==> src/rtl/lane_serializer.sv <==
// lane_serializer: MSB-first word serializer with idle framing; define SER_WORD_CNT_EN to add the words_sent counter
module lane_serializer #(
    parameter int         WIDTH       = 32,
    parameter logic [7:0] IDLE_BYTE   = 8'hBC,
    parameter int         INIT_FRAMES = 4
) (
    input  logic             clk_32f,
    input  logic             reset,
    input  logic [WIDTH-1:0] data_in,
    input  logic             valid_in,
    output logic             ready_out,
    output logic             data_out,
    output logic             frame_start,
    output logic             is_data
`ifdef SER_WORD_CNT_EN
    ,
    output logic [15:0]      words_sent
`endif
);
    localparam int CW = $clog2(WIDTH);
    localparam int FW = $clog2(INIT_FRAMES + 1);
    localparam logic [CW-1:0] LAST_BIT = CW'(WIDTH - 1);
    localparam logic [FW-1:0] LAST_INIT = FW'(INIT_FRAMES - 1);
    localparam logic [WIDTH-1:0] IDLE_WORD = {(WIDTH/8){IDLE_BYTE}};
    typedef enum logic {INIT, ACTIVE} state_t;
    state_t state, state_next;
    logic [CW-1:0] bit_cnt;
    logic [FW-1:0] frame_cnt;
    logic [WIDTH-1:0] hold, shifter, word;
    logic hold_full, load, accept;
    assign load = bit_cnt == '0;
    assign ready_out = (state == ACTIVE) && !hold_full;
    assign accept = valid_in && ready_out;
    // a word accepted on a load edge is not yet in hold, so that frame goes out idle
    assign word = hold_full ? hold : IDLE_WORD;
    always_comb state_next = (state == INIT && load && frame_cnt == LAST_INIT) ? ACTIVE : state;
    always_ff @(posedge clk_32f) begin
        if (reset) begin
            state <= INIT;
            bit_cnt <= '0;
            frame_cnt <= '0;
            shifter <= '0;
            hold_full <= 1'b0;
            data_out <= 1'b0;
            frame_start <= 1'b0;
            is_data <= 1'b0;
        end else begin
            state <= state_next;
            if (load) begin
                data_out <= word[WIDTH-1];
                shifter <= word << 1;
                bit_cnt <= 1;
                frame_start <= 1'b1;
                is_data <= hold_full;
                if (state == INIT) frame_cnt <= frame_cnt + 1'b1;
            end else begin
                data_out <= shifter[WIDTH-1];
                shifter <= shifter << 1;
                frame_start <= 1'b0;
                bit_cnt <= (bit_cnt == LAST_BIT) ? '0 : bit_cnt + 1'b1;
            end
            if (accept) begin
                hold <= data_in;
                hold_full <= 1'b1;
            end else if (load && hold_full) begin
                hold_full <= 1'b0;
            end
        end
    end
`ifdef SER_WORD_CNT_EN
    always_ff @(posedge clk_32f) begin
        if (reset) words_sent <= '0;
        else if (load && hold_full && words_sent != 16'hFFFF) words_sent <= words_sent + 1'b1;
    end
`endif
endmodule

==> config.mk <==
export PLATFORM = sky130hd
export DESIGN_NAME = lane_serializer
export DESIGN_NICKNAME = d
export VERILOG_FILES = /design/src/rtl/lane_serializer.sv
export SDC_FILE = /design/constraint.sdc
export NUM_CORES = 1
export LEC_CHECK = 0
export ABC_CLOCK_PERIOD_IN_PS = 2900
export BUFFER_PORTS_ARGS = -buffer_cell sky130_fd_sc_hd__buf_4
export CORE_MARGIN = 8
export CORE_UTILIZATION = 30
export CTS_CLUSTER_SIZE = 30
export DETAILED_ROUTE_END_ITERATION = 7
export PLACE_DENSITY_LB_ADDON = 0.3
export SLEW_MARGIN = 20
export SYNTH_ARGS = -nofsm -noshare
export SYNTH_HDL_FRONTEND = slang
export SYNTH_SLANG_ARGS = --single-unit
==> constraint.sdc <==
create_clock -name clk_32f -period 2.9 [get_ports clk_32f]
set_input_delay 0.87 -clock clk_32f [delete_from_list [all_inputs] [get_ports clk_32f]]
set_output_delay 0.87 -clock clk_32f [all_outputs]
set_load 0.01 [all_outputs]
# Word level (Yosys, flattened, before mapping)
# Index checks and enable logic that the tools add are counted.
[word_totals]
reg_bits = 77
in_bits = 35
out_inout_bits = 4
wordCells = 35
[classes]
add_sub_neg = 2
eq_ne = 2
muxes = 8
n_bitwise = 2
reduce_logical = 11
[op_table]
columns = ["op", "count"]
rows = [
  ["two-way mux 32 bit", 2],
  ["two-way mux 1 bit", 6],
  ["adder 5 x 1 -> 5 bit (second input constant)", 1],
  ["equality test 5 bit (second input constant)", 1],
  ["logical AND 1 bit", 5],
  ["zero test 5 bit", 1],
  ["AND reduction 2 bit", 2],
  ["adder 3 x 1 -> 3 bit (second input constant)", 1],
  ["equality test 3 x 2 -> 1 bit (second input constant)", 1],
  ["OR reduction 3 bit", 1],
  ["NOT 1 bit", 2],
  ["nonzero test 2 bit", 1],
  ["zero test 1 bit", 1],
]

# Longest topological paths before layout
# Gate-level depths: netlist of the first run.
[logic_depth]
word_depth = 4
mapped_depth = 7
ltp_nobuf = 6

# Worst setup path after synthesis of the first run
# Ideal clock, no wire load.
[synth_path]
path_type = "in2reg"
start = "in reset"
end = "reg hold[0], enable pin"
setup_time_ns = 0.392
arrival_time_ns = 2.126
required_time_ns = 2.508
slack_ns = 0.382
stages = 3
n_path_buf = 2
path_cell_list = "clkbuf_1 -> clkbuf_1 -> and3b_1"
[synth_via]
elab_chain_len = 2
[synth_rtl]
columns = ["element", "line", "text"]
rows = [
  ["start, declared", "8", "input logic reset,"],
  ["NOT 1 bit (no line)", "--", ""],
  ["AND reduction 2 bit (no line)", "--", ""],
  ["end signal, assigned", "63", "hold <= data_in;"],
  ["end, declared", "29", "logic [WIDTH-1:0] hold, shifter, word;"],
]
# Every way passes these cells.
# A chain may end at the register's enable or synchronous reset.

# Worst setup path after layout of the first run
[layout_path]
start = "reg hold_full"
end = "out ready_out"
[layout_via]
elab_chain_len = 2
[layout_rtl]
columns = ["element", "line", "text"]
rows = [
  ["start, declared", "30", "logic hold_full, load, accept;"],
  ["start signal, assigned", "43", "hold_full <= 1'b0;"],
  ["start signal, assigned", "64", "hold_full <= 1'b1;"],
  ["start signal, assigned", "66", "hold_full <= 1'b0;"],
  ["zero test 1 bit", "32", "assign ready_out = (state == ACTIVE) && !hold_full;"],
  ["logical AND 1 bit", "32", ""],
  ["end, declared", "11", "output logic ready_out,"],
]
# Every way passes these cells.

==> results of run 1 <==
## path summary, 6_finish.rpt
kind | startpoint | to | slack (ps) | cells after the start
worst max-delay path | hold_full | ready_out | 800 | 3
worst min-delay path | shifter[8] | shifter[9] | 430 | 2
worst max register to register | bit_cnt[0] | frame_cnt[2] | 980 | 5
worst min register to register | shifter[8] | shifter[9] | 430 | 2
## kinds of logic after synthesis
group,count (synthesis),synth area share
buffers and inverters,18,0.0356
xor gates and xnor gates,2,0.00632
adders and majority gates,5,0.0226
AOI/OAI and AO/OA,19,0.0361
and+or+nand+nor,106,0.235
DFF,76,0.664
## per-layer routing
metal | routed length (um) | global-route usage | vias up | share of wire
li1 | - | - | 865 | -
met4 | 145 | 0.0576 | 0 | 0.029
met3 | 234 | 0.0295 | 11 | 0.046
met5 | 0 | 0 | - | 0
met1 | 2310 | 0.0954 | 796 | 0.46
met2 | 2340 | 0.131 | 32 | 0.46
## power breakdown
group	leakage [uW]	internal, uW	total, uW	switching, uW
Sequential	0.000650	1160	1180	15.7
Clock	0.000129	682	1060	381
Combinational	0.000470	75.7	175	99.3
Total	0.00125	1920	2410	496
## stage by stage
step	utilization	worst slack (ps)	power, uW	instance area (um2)	hold slack, ps
2_1_floorplan	-	382	1320	2770	417
3_3_place_gp	0.344	775	1380	3130	421
3_5_place_dp	0.344	750	1380	3130	430
4_1_cts	0.374	764	2440	3400	433
5_1_grt	0.374	683	2510	3400	458
6_report	0.374	797	2410	3400	434
## layout by cell type, fill, tap and decap left out
cell type	instances
sky130_fd_sc_hd__clkbuf_8	10
sky130_fd_sc_hd__nand3_1	12
sky130_fd_sc_hd__bufinv_16	4
sky130_fd_sc_hd__o21ai_1	1
sky130_fd_sc_hd__o21ai_0	1
sky130_fd_sc_hd__edfxtp_1	32
sky130_fd_sc_hd__ha_1	5
sky130_fd_sc_hd__and3b_1	1
sky130_fd_sc_hd__o31ai_1	1
sky130_fd_sc_hd__or4b_4	1
sky130_fd_sc_hd__xnor2_1	2
sky130_fd_sc_hd__dfxtp_1	44
sky130_fd_sc_hd__nor2_1	27
sky130_fd_sc_hd__nor3b_1	5
sky130_fd_sc_hd__nand3b_1	1
sky130_fd_sc_hd__or4_1	1
sky130_fd_sc_hd__nor3_1	21
sky130_fd_sc_hd__and3_1	2
sky130_fd_sc_hd__nor2b_1	1
sky130_fd_sc_hd__nor3b_2	15
sky130_fd_sc_hd__buf_4	41
sky130_fd_sc_hd__nand2_1	13
sky130_fd_sc_hd__nor4b_4	1
sky130_fd_sc_hd__nor4_1	1
sky130_fd_sc_hd__clkinvlp_4	2
sky130_fd_sc_hd__or3_1	1
sky130_fd_sc_hd__a22oi_1	1
sky130_fd_sc_hd__inv_1	3
sky130_fd_sc_hd__a21oi_1	15
sky130_fd_sc_hd__and2_1	3
## critical path, delay by kind of cell (launching register included)
| family | cells | cell delay, ps |
|---|---|---|
| simple gates | 1 | 220 |
| buf+inv | 2 | 380 |
| flops | 1 | 300 |
## state kept, by name, summed over array words and instances, names as in the netlist
name         cells
hold            32
shifter         31
bit_cnt          5
frame_cnt        3
data_out         1
frame_start      1
hold_full        1
is_data          1
state            1
## cell type report
type	count	area (um2)
sequential	76	1840
fill	884	5700
timing repair buffer	41	308
clock buffer	10	138
clock inverter	6	135
multi-input combinational	132	832
tap	111	139
inverter	3	11.3
==> summary.txt, run 1 <==
Critical path
  – Required time of the critical path: 2030 ps
  – Critical path's largest stage delay: 300 ps
  – Critical-path maximum fanout: 35
  – Critical Path Start Type: flop
  – Worst Setup Path Type: flop to output pin
  – Worst path cell trace: buf_4 > nor2b_1 > buf_4
  – CP max stage cell: sky130_fd_sc_hd__dfxtp_1
  – Sort of element at the end of the critical path: output pin
  – Cell repeated most along the worst path: sky130_fd_sc_hd__buf_4
  – Arrival time at the worst endpoint: 1230 ps

Clocking
  – CTS Root Cell: sky130_fd_sc_hd__clkbuf_8
  – Worst-case clock buffer depth: 2
  – Insertion delay of the later-clocked pin in the worst-skew pair: 350 ps
  – Count of clock tree sinks: 76
  – Setup Fix Bufs, Post-CTS: 0
  – Clock buffer count from CTS: 9
  – Post-cts gate resize count: 0
  – Clock tree from TritonCTS: done
  – CTS hold repair buffers: 0
  – Total number of H-tree levels: 3
  – Clock slew at the register clock pins of the worst setup and hold paths: 80 ps

Placement
  – Hpwl dp: 3130 um
  – Final weighted congestion of routability-driven global placement: 0.733
  – Placed instance count: 363
  – I/O Buffers: 38

Routing
  – DRC marker count from the first detailed-route iteration: 43
  – Drt wl/cell: 13.3 um
  – First-pass detailed-route iteration total: 4
  – WL final: 5030 um
  – DRC errors left: 0
  – Detailed-route via count: 1704
  – Via-per-instance ratio: 4.50
  – Post-detailed-route count of antenna-violating nets: 0

Synth
  – Post-synth cell types: 30
  – Cell types with the largest area share after synthesis: sky130_fd_sc_hd__edfxtp_1 35%, sky130_fd_sc_hd__dfxtp_1 32%, sky130_fd_sc_hd__nor3b_2 6.8%
  – Top cell type's share of synthesized area: 0.347
  – Post-synth ARST share: 0
  – Synth area leader: sky130_fd_sc_hd__edfxtp_1
  – Top cell types by occurrence after synthesis: 44 x sky130_fd_sc_hd__dfxtp_1, 32 x sky130_fd_sc_hd__edfxtp_1, 27 x sky130_fd_sc_hd__nor2_1
  – Portion of the post-synthesis area used by sequential elements: 0.664
  – Number of instances in the synthesized netlist: 226
  – Synth warn: 0
  – Mean instance size in the synthesized netlist: 12.3 um2
  – Yosys reg bits: 76
  – Post-synth design cell area: 2770 um2
  – Leading cell type by number of instances after synthesis: sky130_fd_sc_hd__dfxtp_1
  – Syn nets: 266
  – Dominant synthesized flop cell: sky130_fd_sc_hd__dfxtp_1
  – Number of flops mapped to enable cells by yosys: 32

Die
  – Die Wd: 112 um
  – Initial core utilization: 0.304
  – Std cell rows: 35
  – Die area: 12600 um2
  – Die outline height: 112 um
  – Core area: 9110 um2
  – Number of placed I/O pins: 39

Power and ir drop
  – Total power divided by cell area: 709 nW/um2
  – Leakage power figure: 0.00125 uW
  – Maximum VDD drop: 0.273 mV

Timing
  – Total negative slack: 0 ps
  – Total of endpoints with negative setup slack in the final report: 0
  – Pin slew with the least headroom to its limit: 595 ps
  – Final worst path period need: 2100 ps
  – Clock Skew: 8.07 ps
  – Post-route clock period utilization: 0.725
  – Setup repair after global routing missed its margin: no
  – Worst relative slew slack: 0.602
  – Max Transition Viols Final: 0
  – Final number of hold-violating endpoints: 0
  – Maximum operating frequency: 476 MHz

Cells and area
  – Ratio of cells with drive above 1 in the final layout: 0.276
  – # diodes: 0
  – Synth-to-Final Area Change: 22.8%
  – Layout Nets: 303
  – Count of placed standard cells in the final layout, fillers left out: 379

Global route
  – Wire length of the first global-routing pass: 8300 um
  – Pin count of the biggest net entering global routing: 44
  – Total global routing overflow: 0
  – Total GRT Usage: 0.0842
  – Via count of the first global-routing pass: 1788
  – Initial antenna violation count: 0

Job
  – Max-capacitance violation count: 0

Hold path
  – Tightest Hold Check Type: flop to flop

Run status
  – Outcome: complete, no violations
Note: power is estimated with default switching activity, not from simulation.
==> run 2, diff against run 1 <==
Settings changed: ABC_CLOCK_PERIOD_IN_PS 2900 to 2100.
Clock period 2.9 ns to 2.1 ns, I/O delays scaled along.
==> run 2 against run 1 <==
  * Combinational power up 45%
  * Flip-flop and latch count unchanged
  * Design area down 0.85%
  * Clock skew about the same
  * Global-route usage up 0.096 points
  * Critical path depth down 1
  * Critical path type unchanged
  * Critical endpoint unchanged
==> summary.txt, run 2 (synthesized netlist as in run 1, its figures left out) <==
Timing
  – Final worst path period need: 1820 ps
  – Total of endpoints with negative setup slack in the final report: 0 (unchanged)
  – Setup repair after global routing missed its margin: no
  – Pin slew with the least headroom to its limit: 280 ps (-315 ps)
  – Post-route clock period utilization: 0.868
  – Final-layout worst hold slack: 435 ps (+0.952 ps)
  – Least setup slack across all paths after layout: 276 ps (-521 ps)
  – Worst relative slew slack: 0.812 (+0.210)
  – Maximum operating frequency: 548 MHz
  – Max Transition Viols Final: 0 (unchanged)
  – Total negative slack: 0 ps (unchanged)
  – Final number of hold-violating endpoints: 0 (unchanged)
  – Clock Skew: 7.89 ps (-0.185 ps)

Cells and area
  – Commonest cells after routing, fill and taps aside: 47 x sky130_fd_sc_hd__buf_4, 44 x sky130_fd_sc_hd__dfxtp_1, 32 x sky130_fd_sc_hd__edfxtp_1
  – Final-layout fill cell count: 924 (+4.5%)
  – Max FFs per register: 32 (unchanged)
  – Most common library cell in the layout ignoring fill and taps: sky130_fd_sc_hd__buf_4
  – # diodes: 0 (unchanged)
  – Reg with most FFs: hold
  – Layout Nets: 309 (+2.0%)
  – Ratio of cells with drive above 1 in the final layout: 0.292 (+0.0159)
  – Synth-to-Final Area Change: 21.8%
  – Largest registers: hold: 32 flops, shifter: 31 flops, bit_cnt: 5 flops

Global route
  – Total global routing overflow: 0 (unchanged)
  – Via count of the first global-routing pass: 1700 (-4.9%)
  – Initial antenna violation count: 0 (unchanged)
  – Pin count of the biggest net entering global routing: 35 (-20%)
  – Wire length of the first global-routing pass: 8470 um (+2.1%)
  – Total GRT Usage: 0.0851 (+0.000957)

Routing
  – Detailed-route via count: 1689 (-0.88%)
  – DRC errors left: 0 (unchanged)
  – First-pass detailed-route iteration total: 5 (+1)
  – Met2 wire length: 2150 um (-8.3%)
  – Via-per-instance ratio: 4.39 (-2.4%)
  – Wl on met1: 2590 um (+12%)
  – Sum of met3 wire segment lengths after detailed routing: 206 um (-12%)
  – Post-detailed-route count of antenna-violating nets: 0 (unchanged)
  – WL final: 5020 um (-0.22%)
  – Drt wl/cell: 13.0 um (-1.8%)
  – DRC marker count from the first detailed-route iteration: 102 (+140%)
  – Top layer in use: met4

Die
  – Die Wd: 112 um (unchanged)
  – Die area: 12600 um2 (unchanged)
  – Number of placed I/O pins: 39 (unchanged)
  – Die outline height: 112 um (unchanged)
  – Std cell rows: 35 (unchanged)
  – Initial core utilization: 0.304 (unchanged)
  – Core area: 9110 um2 (unchanged)

Placement
  – Final weighted congestion of routability-driven global placement: 0.721 (-1.7%)
  – Hpwl dp: 3420 um (+9.4%)
  – Post-place setup slack: 330 ps (-420 ps)
  – I/O Buffers: 38 (unchanged)

Critical path
  – Required time of the critical path: 1470 ps (-560 ps)
  – Critical-path maximum fanout: 8 (-77%)
  – Worst Setup Path Type: flop to output pin
  – Critical Path Start Type: flop
  – Sort of element at the end of the critical path: output pin
  – Number of cells traversed by the worst register-to-register path: 5 (unchanged)
  – Arrival time at the worst endpoint: 1190 ps (-40 ps)

Run status
  – Outcome: complete, no violations

Clocking
  – CTS hold repair buffers: 0 (unchanged)
  – Count of clock tree sinks: 76 (unchanged)
  – Post-cts gate resize count: 0 (unchanged)
  – Worst-case clock buffer depth: 2 (unchanged)
  – CTS Root Cell: sky130_fd_sc_hd__clkbuf_8
  – Total number of H-tree levels: 3 (unchanged)
  – Setup Fix Bufs, Post-CTS: 0 (unchanged)
  – Clock tree from TritonCTS: done
  – Clock buffer count from CTS: 9 (unchanged)
  – Clock slew at the register clock pins of the worst setup and hold paths: 80 ps (about the same)
  – Insertion delay of the later-clocked pin in the worst-skew pair: 340 ps (about the same)

Power and ir drop
  – Maximum VDD drop: 0.355 mV (+30%)
  – Total power divided by cell area: 880 nW/um2 (+24%)
  – Leakage power figure: 0.00125 uW (+0.14%)

Hold path
  – Worst Hold Depth: 2 (unchanged)
  – Tightest Hold Check Type: flop to flop

Job
  – Max-capacitance violation count: 0 (unchanged)
run 2: changes by cell type in the layout (fill, tap and decap cells not counted):
cell	previous run	this run
sky130_fd_sc_hd__and3b_1	1	0
sky130_fd_sc_hd__buf_4	41	47
sky130_fd_sc_hd__clkinvlp_4	2	0
sky130_fd_sc_hd__clkinv_1	0	1
sky130_fd_sc_hd__and3b_2	0	1
sky130_fd_sc_hd__clkbuf_8	10	9
sky130_fd_sc_hd__clkinv_4	0	2
sky130_fd_sc_hd__clkinv_2	0	1
sky130_fd_sc_hd__bufinv_16	4	1
sky130_fd_sc_hd__inv_6	0	2
run 2: cell type report:
| class | instances | area, um2 | share of cell area |
|---|---|---|---|
| clock inverter | 7 | 73.8 | 0.0219 |
| multi-input combinational | 132 | 833 | 0.247 |
| clock buffer | 9 | 124 | 0.0367 |
| sequential | 76 | 1840 | 0.546 |
| tap | 111 | 139 | 0.0411 |
| inverter | 3 | 11.3 | 0.00334 |
| timing repair buffer | 47 | 353 | 0.105 |
run 2: path summary, 6_finish.rpt:
| kind | startpoint | end | slack [ps] |
|---|---|---|---|
| setup / recovery | state | ready_out | 280 |
| hold / removal | shifter[17] | shifter[18] | 430 |
| setup reg to reg | bit_cnt[0] | frame_cnt[2] | 330 |
| hold reg to reg | shifter[17] | shifter[18] | 430 |
run 2: critical path, cell delays in order (launching register included):
cell,delay [ps]
sky130_fd_sc_hd__dfxtp_1,460
sky130_fd_sc_hd__nor2b_1,240
sky130_fd_sc_hd__buf_4,160
run 2: per-layer routing:
metal	track usage	vias to the layer above
li1	-	875
met2	0.121	41
met4	0.0378	0
met1	0.113	768
met3	0.0306	5
met5	0	-
run 2: report_power, final:
group	switching [uW]	leakage, uW	internal (uW)	total (uW)
sequential	23.3	0.000650	1600	1630
combinational	137	0.000498	116	253
clock	536	0.000102	555	1090
total	696	0.00125	2270	2970
run 2: stage by stage:
| stage | instance area, um2 | instances | total power, uW | util |
|---|---|---|---|---|
| 6_report | 3380 | 385 | 2970 | 0.371 |
| 5_1_grt | 3380 | 385 | 3110 | 0.371 |
| 4_1_cts | 3380 | 385 | 3010 | 0.371 |
| 3_5_place_dp | 3180 | 369 | 1920 | 0.349 |
| 3_3_place_gp | 3180 | 369 | 1910 | 0.349 |
| 2_1_floorplan | 2770 | 226 | 1830 | - |
